[config.mk]
export PLATFORM = sky130hd
export DESIGN_NAME = gauss3x3_window
export DESIGN_NICKNAME = d
export VERILOG_FILES = /design/src/rtl/gauss_pkg.sv /design/src/rtl/gauss_row_sum.sv /design/src/rtl/gauss3x3_window.sv
export SDC_FILE = /design/constraint.sdc
export NUM_CORES = 1
export LEC_CHECK = 0
export BUFFER_PORTS_ARGS = -buffer_cell sky130_fd_sc_hd__clkbuf_2
export CAP_MARGIN = 20
export CORE_MARGIN = 8
export CORE_UTILIZATION = 58
export CTS_BUF_LIST = sky130_fd_sc_hd__clkbuf_2 sky130_fd_sc_hd__clkbuf_4 sky130_fd_sc_hd__clkbuf_8
export DETAILED_ROUTE_END_ITERATION = 6
export MAX_ROUTING_LAYER = met4
export PLACE_DENSITY = 0.88
export REMOVE_ABC_BUFFERS = 1
export SLEW_MARGIN = 15
export SYNTH_ARGS = -nofsm -noshare
export SYNTH_HDL_FRONTEND = slang
export SYNTH_HIERARCHICAL = 1
export SYNTH_SLANG_ARGS = --single-unit
[constraint.sdc]
create_clock -name clk -period 3.75 [get_ports clk]
set_input_delay 0.75 -clock clk [delete_from_list [all_inputs] [get_ports clk]]
set_output_delay 0.75 -clock clk [all_outputs]
set_load 0.05 [all_outputs]
[src/rtl/gauss_pkg.sv]
// Shared constants and types for the 3x3 Gaussian window filter.
package gauss_pkg;

  localparam int LAT            = 3;
  localparam int DEF_DATA_WIDTH = 8;
  localparam int SUM_GROW       = 4;
  localparam int SUM_W          = DEF_DATA_WIDTH + SUM_GROW;

  // 1-2-1 separable kernel; the full 3x3 kernel sums to 16.
  localparam int K_OUTER    = 1;
  localparam int K_INNER    = 2;
  localparam int ROUND_BIAS = 8;
  localparam int NORM_SHIFT = 4;

  typedef enum logic [1:0] {
    IDLE = 2'd0,
    FILL = 2'd1,
    RUN  = 2'd2
  } gauss_state_t;

endpackage

[src/rtl/gauss_row_sum.sv]
// Registered 1-2-1 weighted adder: sum = (a + 2b + c + BIAS) >> SHIFT.
module gauss_row_sum
  import gauss_pkg::*;
#(
  parameter int IN_W  = 8,
  parameter int BIAS  = 0,
  parameter int SHIFT = 0
) (
  input  logic                    clk,
  input  logic                    rst_n,
  input  logic [IN_W-1:0]         tap_a,
  input  logic [IN_W-1:0]         tap_b,
  input  logic [IN_W-1:0]         tap_c,
  output logic [IN_W+1-SHIFT:0]   sum
);

  localparam int FULL_W = IN_W + 2;
  localparam int OUT_W  = FULL_W - SHIFT;

  logic [FULL_W-1:0] full_sum;

  always_comb begin
    full_sum = FULL_W'(K_OUTER) * FULL_W'(tap_a)
             + FULL_W'(K_INNER) * FULL_W'(tap_b)
             + FULL_W'(K_OUTER) * FULL_W'(tap_c)
             + FULL_W'(BIAS);
  end

  always_ff @(posedge clk or negedge rst_n) begin
    if (!rst_n) begin
      sum <= '0;
    end else begin
      sum <= OUT_W'(full_sum >> SHIFT);
    end
  end

endmodule

[src/rtl/gauss3x3_window.sv]
// 3x3 Gaussian window on a column stream, fixed latency LAT.
// Build option: GAUSS_BORDER_ZERO_EN makes border pixels output 0 instead of the raw centre tap.
module gauss3x3_window
  import gauss_pkg::*;
#(
  parameter int DATA_WIDTH = DEF_DATA_WIDTH,
  parameter int IMG_W      = 480,
  parameter int IMG_H      = 272
) (
  input  logic                    clk,
  input  logic                    rst_n,
  input  logic                    in_vs,
  input  logic                    in_de,
  input  logic [3*DATA_WIDTH-1:0] in_col,
  output logic                    out_vs,
  output logic                    out_de,
  output logic [DATA_WIDTH-1:0]   out_data
);

  localparam int DW   = DATA_WIDTH;
  localparam int RS_W = DW + 2;
  localparam int CW   = (IMG_W > 1) ? $clog2(IMG_W) : 1;
  localparam int RW   = (IMG_H > 1) ? $clog2(IMG_H) : 1;

  gauss_state_t      state, state_next;
  logic [CW-1:0]     col_cnt;
  logic [RW-1:0]     row_cnt;
  logic              accept;
  logic              col_last;
  logic              border_s;

  logic [3*DW-1:0]   w0, w1, w2;
  logic              border0;
  logic [DW-1:0]     centre1;
  logic              border1;
  logic [RS_W-1:0]   row_r [3];
  logic [RS_W-1:0]   st2_a, st2_b, st2_c;

  logic [LAT-1:0]    de_pipe;
  logic [LAT-1:0]    vs_pipe;

  always_comb begin
    accept   = in_de && (state != IDLE);
    col_last = (col_cnt == CW'(IMG_W - 1));
    border_s = (state != RUN) || (col_cnt < CW'(2));
  end

  always_comb begin
    state_next = state;
    case (state)
      IDLE: begin
        if (in_vs) state_next = FILL;
        else       state_next = IDLE;
      end
      FILL: begin
        if (in_vs)                                          state_next = FILL;
        else if (accept && col_last && row_cnt == RW'(1))   state_next = RUN;
        else                                                state_next = FILL;
      end
      RUN: begin
        if (in_vs) state_next = FILL;
        else       state_next = RUN;
      end
      default: state_next = IDLE;
    endcase
  end

  always_ff @(posedge clk or negedge rst_n) begin
    if (!rst_n) begin
      state <= IDLE;
    end else begin
      state <= state_next;
    end
  end

  // Frame position; in_vs clears and wins over a same-cycle in_de.
  always_ff @(posedge clk or negedge rst_n) begin
    if (!rst_n) begin
      col_cnt <= '0;
      row_cnt <= '0;
    end else if (in_vs) begin
      col_cnt <= '0;
      row_cnt <= '0;
    end else if (accept) begin
      if (col_last) begin
        col_cnt <= '0;
        if (row_cnt != RW'(IMG_H - 1)) begin
          row_cnt <= row_cnt + RW'(1);
        end
      end else begin
        col_cnt <= col_cnt + CW'(1);
      end
    end
  end

  // Stage 0: horizontal shift of the column registers; holds across in_de gaps.
  always_ff @(posedge clk or negedge rst_n) begin
    if (!rst_n) begin
      w0      <= '0;
      w1      <= '0;
      w2      <= '0;
      border0 <= 1'b0;
    end else if (accept) begin
      w0      <= in_col;
      w1      <= w0;
      w2      <= w1;
      border0 <= border_s;
    end
  end

  // Stage 1: horizontal 1-2-1 per line (k=0 newest, k=2 oldest).
  for (genvar k = 0; k < 3; k++) begin : g_row
    gauss_row_sum #(
      .IN_W (DW),
      .BIAS (0),
      .SHIFT(0)
    ) u_row (
      .clk  (clk),
      .rst_n(rst_n),
      .tap_a(w2[k*DW +: DW]),
      .tap_b(w1[k*DW +: DW]),
      .tap_c(w0[k*DW +: DW]),
      .sum  (row_r[k])
    );
  end

  // Stage 1 side band: centre tap and border flag travel with the row sums.
  always_ff @(posedge clk or negedge rst_n) begin
    if (!rst_n) begin
      centre1 <= '0;
      border1 <= 1'b0;
    end else begin
      centre1 <= w1[DW +: DW];
      border1 <= border0;
    end
  end

  // Border pixels reuse the vertical adder: 4c,4c,4c sums to 16c, so /16 returns c exactly.
  always_comb begin
    st2_a = row_r[2];
    st2_b = row_r[1];
    st2_c = row_r[0];
    if (border1) begin
`ifdef GAUSS_BORDER_ZERO_EN
      st2_a = '0;
      st2_b = '0;
      st2_c = '0;
`else
      st2_a = {centre1, 2'b00};
      st2_b = {centre1, 2'b00};
      st2_c = {centre1, 2'b00};
`endif
    end else begin
      st2_a = row_r[2];
      st2_b = row_r[1];
      st2_c = row_r[0];
    end
  end

  // Stage 2: vertical 1-2-1 with rounding and /16 straight into the output register.
  gauss_row_sum #(
    .IN_W (RS_W),
    .BIAS (ROUND_BIAS),
    .SHIFT(NORM_SHIFT)
  ) u_col (
    .clk  (clk),
    .rst_n(rst_n),
    .tap_a(st2_a),
    .tap_b(st2_b),
    .tap_c(st2_c),
    .sum  (out_data)
  );

  // Control delay line matching the three data stages.
  always_ff @(posedge clk or negedge rst_n) begin
    if (!rst_n) begin
      de_pipe <= '0;
      vs_pipe <= '0;
    end else begin
      de_pipe <= {de_pipe[LAT-2:0], accept};
      vs_pipe <= {vs_pipe[LAT-2:0], in_vs};
    end
  end

  assign out_de = de_pipe[LAT-1];
  assign out_vs = vs_pipe[LAT-1];

endmodule

After elaboration in Yosys (flattened, before gate mapping)
Cells that the tools add are included.
{"block": "totals", "ff_bits": 146, "in_bits": 28, "elab_cells": 58}
{"block": "op_classes", "add_sub_neg": 11, "order_cmp": 1, "n_eq_ne": 6, "mux": 15, "n_reduce_logical": 10}
{"operator": "9-bit two-way mux", "count": 7}
{"operator": "10-bit by 8-bit adder with 10-bit output", "count": 3}
{"operator": "8-bit by 9-bit adder with 10-bit output", "count": 3}
{"operator": "10-bit two-way mux", "count": 3}
{"operator": "9-bit by 1-bit adder with 9-bit output, second input constant", "count": 2}
{"operator": "10-bit by 11-bit adder with 12-bit output", "count": 1}
{"operator": "12-bit by 10-bit adder with 12-bit output", "count": 1}
{"operator": "12-bit by 4-bit adder with 12-bit output, second input constant", "count": 1}
{"operator": "9-bit by 1-bit == test with 1-bit output, second input constant", "count": 1}
{"operator": "9-bit == test, second input constant", "count": 1}
{"operator": "9-bit by 2-bit < comparator with 1-bit output, second input constant", "count": 1}
{"operator": "9-bit != test, second input constant", "count": 1}
{"operator": "2-bit nonzero test", "count": 4}
{"operator": "2-bit two-way mux", "count": 3}
{"operator": "2-bit one-hot mux with 3 select lines", "count": 1}
{"operator": "1-bit logical AND", "count": 3}
{"operator": "3-bit AND reduction", "count": 1}
{"operator": "2-bit by 1-bit == test with 1-bit output, second input constant", "count": 1}
{"operator": "2-bit == test, second input constant", "count": 1}
{"operator": "2-bit zero test", "count": 1}
{"operator": "2-bit != test, second input constant", "count": 1}
{"operator": "1-bit logical OR", "count": 1}
{"operator": "1-bit two-way mux", "count": 1}

Depth between registers and ports, before layout
{"block": "logic_depth", "depth_word": 7, "ltp_mapped": 14, "depth_no_buf": 12}

By module
The synthesis kept the hierarchy.
{"mod": "gauss3x3_window", "instances": 1, "cells_per_inst": 503, "area_per_inst_um2": 4515.6, "seq_area_each_um2": 2702.6}
{"mod": "gauss_row_sum (u_col)", "instances": 1, "cells_per_inst": 87, "area_per_inst_um2": 892.1, "seq_area_each_um2": 200.2}
{"mod": "gauss_row_sum (g_row[1].u_row)", "instances": 1, "cells_per_inst": 61, "area_per_inst_um2": 768.2, "seq_area_each_um2": 250.2}
{"mod": "gauss_row_sum (g_row[0].u_row)", "instances": 1, "cells_per_inst": 61, "area_per_inst_um2": 755.7, "seq_area_each_um2": 250.2}
{"mod": "gauss_row_sum (g_row[2].u_row)", "instances": 1, "cells_per_inst": 58, "area_per_inst_um2": 724.4, "seq_area_each_um2": 250.2}

Worst setup path after synthesis
No wires, ideal clock.
{"block": "synth_timing", "path_kind": "register to register", "from": "register border1", "to": "register u_col.sum[7]", "setup_ns": 0.079, "t_arrival_ns": 3.434, "required_time_ns": 3.671, "path_slack_ns": 0.237, "stages_incl_launch_ff": 15, "path_buffers": 2, "synth_period_minus_slack_ns": 3.513, "path_cell_list": "dfrtp_1 -> clkbuf_1 -> clkbuf_1 -> nand2_1 -> o21ai_0 -> inv_1 -> fa_1 -> inv_1 -> ha_1 -> ha_1 -> and4_1 -> a221o_1 -> a41oi_2 -> mux2i_1 -> xor2_1"}
{"block": "synth_between", "elab_chain_cells": 4}
{"element": "from (decl)", "line": "gauss3x3_window.sv:35", "source": "logic border1;"}
{"element": "from (signal assigned)", "line": "gauss3x3_window.sv:134", "source": "border1 <= border0;"}
{"element": "10-bit two-way mux", "line": "gauss3x3_window.sv:143", "source": "if (border1) begin"}
{"element": "named net st2_a[4]", "line": "gauss3x3_window.sv:37", "source": "logic [RS_W-1:0] st2_a, st2_b, st2_c;"}
{"element": "10-bit by 11-bit adder with 12-bit output", "line": "gauss_row_sum.sv:24", "source": "+ FULL_W'(K_INNER) * FULL_W'(tap_b)"}
{"element": "12-bit by 10-bit adder with 12-bit output", "line": "gauss_row_sum.sv:25", "source": "+ FULL_W'(K_OUTER) * FULL_W'(tap_c)"}
{"element": "12-bit by 4-bit adder with 12-bit output", "line": "gauss_row_sum.sv:26", "source": "+ FULL_W'(BIAS);"}
{"element": "named net u_col.full_sum[11]", "line": "gauss_row_sum.sv:20", "source": "logic [FULL_W-1:0] full_sum;"}
{"element": "to (signal assigned)", "line": "gauss_row_sum.sv:33", "source": "sum <= OUT_W'(full_sum >> SHIFT);"}
{"element": "to (decl)", "line": "gauss_row_sum.sv:14", "source": "output logic [IN_W+1-SHIFT:0] sum"}
The timed path passes the listed nets, and every way through them passes these cells.
A chain may end at the register's enable or synchronous reset.

Worst setup path in the final report
Ends and elaborated chain as after synthesis.

==> run_results.csv <==
group,metric,value,unit
outcome,status,"completed",
clocking,clockRootBuffer,"clkbuf_8",
synthesis,syn_inst,770,
timing,fin_skew,0.0102,ns
placement,place_congestion,0.823,
placement,numPortBuffers,37,
worst_setup_path,path_class,"flip-flop to flip-flop",
floorplan,rows,42,
placement,place_inst,967,
routing,drt_iter0_drc,395,
timing,fin_ws,0.343,ns
clocking,clk_latency,0.45,ns
placement,pre_cts_ws,0.189,ns
worst_setup_path,cp.required,4.12,ns
clocking,cts_buffer_depth,2,
synthesis,syn_avg_cell_area,9.94,sq um
floorplan,core,0.0131,sq mm
synthesis,synth_ff_type,"dfrtp_1",
timing,clock.fmax,294,MHz
global_routing,grt_pass1_vias,5227,
floorplan,die-width,131,um
worst_setup_path,crit_path_end_kind,"flip-flop",
timing,hold_violations,0,
timing,whs,0.324,ns
global_routing,grt_use_total,0.188,
clocking,h-tree-depth,4,
floorplan,start_util,0.585,
power_and_ir_drop,ir_drop,0.405,mV
worst_setup_path,r2r_start,"border1$_DFF_PN0_",
clocking,cts_tree,"done",
floorplan,num_io_pins,38,
clocking,clkSlewWorstSetupHoldPaths,0.08,ns
timing,rsz0062_at_grt,"false",
clocking,numCtsBuffers,17,
synthesis,ys_seq_area_frac,0.477,
worst_setup_path,critPathMaxFanout,22,
worst_setup_path,arrival,3.77,ns
power_and_ir_drop,leakage,4.34,nW
timing,finalMaxSlewViolations,0,
timing,setup_violations,0,
clocking,postCtsHoldBufs,0,
finish,n_antenna_cell,0,
worst_setup_path,crit_start,"border1$_DFF_PN0_",
timing,worstMarginPinSlew,0.728,ns
routing,wire_per_inst,14.2,um
hold_path,worstHoldPathType,"input port to asynchronous set/reset pin",
placement,place_area,0.00803,sq mm
worst_setup_path,crit_end,"u_col/sum[7]$_DFF_PN0_",
routing,drtPass1Iterations,5,
floorplan,fp.dieH,131,um
worst_setup_path,cp_cell_sequence,"nand2_1, o21ai_0, inv_1, fa_1, inv_1, ha_1, ha_1, and4_1, a221o_1, a41oi_2, mux2i_1, xor2_1",
power_and_ir_drop,power_density,568,mW/mm^2
floorplan,die_area,0.0171,sq mm
routing,wl,14.1,mm
synthesis,synth_enable_flop_cells,0,
finish,nFillCells,965,
finish,final_util,0.643,
clocking,cts.sinks,146,
worst_setup_path,cp-start-kind,"flip-flop",
placement,dp_hpwl,9.95,mm
global_routing,antenna_found_initial,0,
timing,fin_crit_sh,0.909,
finish,finalInstanceArea,0.00842,sq mm
global_routing,grt_pass1_wl,24.4,mm
worst_setup_path,cpMaxStageDelayCell,"dfrtp_2",
global_routing,grt_max_degree,80,
clocking,cts_setup_buffers,0,
global_routing,grt_remaining_overflow,0,
worst_setup_path,r2r_slack,0.34,ns
synthesis,ys_seq_elements,146,
finish,fin_nets,918,
timing,fin_crit,3.41,ns
worst_setup_path,r2r_cells,12,
routing,num_vias,5242,
routing,viasPerCell,5.25,
synthesis,synth_area,0.00766,sq mm
finish,instances_no_fill,998,
synthesis,synthDistinctLibCells,58,
routing,drc,0,
finish,syn_to_final_growth,9.97,%
synthesis,async_flop_share,1.00,
worst_setup_path,reg2reg_to,"u_col/sum[7]$_DFF_PN0_",
worst_setup_path,crit_path_max_incr_delay,0.56,ns
timing,maxSlewHeadroom,0.512,
routing,ant_nets,0,
finish,drive_gt1_frac,0.120,
run,cap_violations,0,
synthesis,yosysWarnings,6,
worst min-delay path by stage:
stage,from,endpoint,cells past startpoint
after floorplan,de_pipe[0]$_DFF_PN0_,de_pipe[1]$_DFF_PN0_,0
after global placement,vs_pipe[0]$_DFF_PN0_,vs_pipe[1]$_DFF_PN0_,0
after detailed placement,de_pipe[0]$_DFF_PN0_,de_pipe[1]$_DFF_PN0_,0
after CTS,rst_n,w2[7]$_DFFE_PN0P_,1
after global routing,rst_n,w1[22]$_DFFE_PN0P_,1
final,rst_n,w2[7]$_DFFE_PN0P_,1
layout by cell type (no fill, tap or decap), types with 3 or more instances in the layout:
cell type,instances
a21o_1,5
a21oi_1,25
a311o_1,3
a31oi_1,6
and2_1,4
and3_1,6
buf_4,7
clkbuf_2,36
clkbuf_8,19
clkinv_2,5
clkinvlp_4,4
dfrtp_1,145
fa_1,33
ha_1,47
inv_1,60
mux2i_1,4
nand2_1,240
nand2b_1,6
nand3_1,9
nand4_1,5
nor2_1,15
nor2b_1,11
nor3_1,10
nor4_1,5
nor4_2,3
o21ai_0,32
o21bai_1,4
xnor2_1,13
xor2_1,15
metal layers:
metal	GRT usage	wire (um)
met5	-	0
met2	0.303	7060
met3	0.0402	486
met1	0.232	6370
met4	0.0655	210
through the flow:
step / setup TNS [ns] / power (W)
2_1_floorplan: -1.46 / 0.00321
3_3_place_gp: 0 / 0.00352
3_5_place_dp: 0 / 0.00360
4_1_cts: 0 / 0.00482
5_1_grt: 0 / 0.00513
6_report: 0 / 0.00478
cells in the mapped netlist, types with 6 or more instances:
library cell  count  area (sq um)
nor2b_1          11          68.8
fa_1             33           661
nand2_1         240           901
nand2b_1          6          37.5
o21ai_0          32           160
nor3_1           10          50.1
ha_1             47           588
xor2_1           15           131
buf_1             8          30.0
inv_1            60           225
a31oi_1           6          37.5
clkbuf_1          9          33.8
xnor2_1          13           114
nor2_1           15          56.3
and3_1            6          37.5
dfrtp_1         146          3650
nand3_1           9          45.0
a21oi_1          25           125
layout make-up:
type                            instances  area (sq um)  share of cell area
Clock buffer                           21           277              0.0328
Clock inverter                         10           110              0.0131
Inverter                               61           230              0.0273
Multi-Input combinational cell        540          3680               0.438
Sequential cell                       146          3650               0.434
Tap cell                              176           220              0.0262
Timing Repair Buffer                   44           244              0.0290
state kept, by name, indices dropped and copies added (netlist names), 2 cells and up:
signal,cells
centre1,8
col_cnt,9
de_pipe,3
g_row.u_row/sum,30
row_cnt,9
state,2
u_col/sum,8
vs_pipe,3
w0,24
w1,24
w2,24
repair_timing:
item                       in CTS  in global routing
hold endpoints to repair        0                  0
setup endpoints to repair       0                  2
gates resized for setup         0                  1
power by group:
part,internal (W),switching [W],leakage [nW]
Clock,0.000631,0.000567,0.190
Combinational,0.000609,0.000955,2.34
Sequential,0.00187,0.000148,1.81
Total,0.00312,0.00167,4.34
critical path, delay by kind of cell (launching register included):
kind,cells,cell delay (ns)
AOI/OAI and AO/OA,3,0.77
DFF,1,0.56
and+or+nand+nor,2,0.32
xor gates and xnor gates,1,0.15
adders and majority gates,3,1.16
muxes,1,0.25
buffers and inverters,2,0.12
kinds of logic after synthesis:
kind of cell | count (synthesis) | synth area share
buffers and inverters | 84 | 0.0427
AOI/OAI and AO/OA | 102 | 0.0930
xor gates and xnor gates | 28 | 0.0320
DFF | 146 | 0.477
adders and majority gates | 80 | 0.163
muxes | 4 | 0.00523
and+or+nand+nor | 326 | 0.187
No activity file was read; power rests on OpenSTA's default activity.
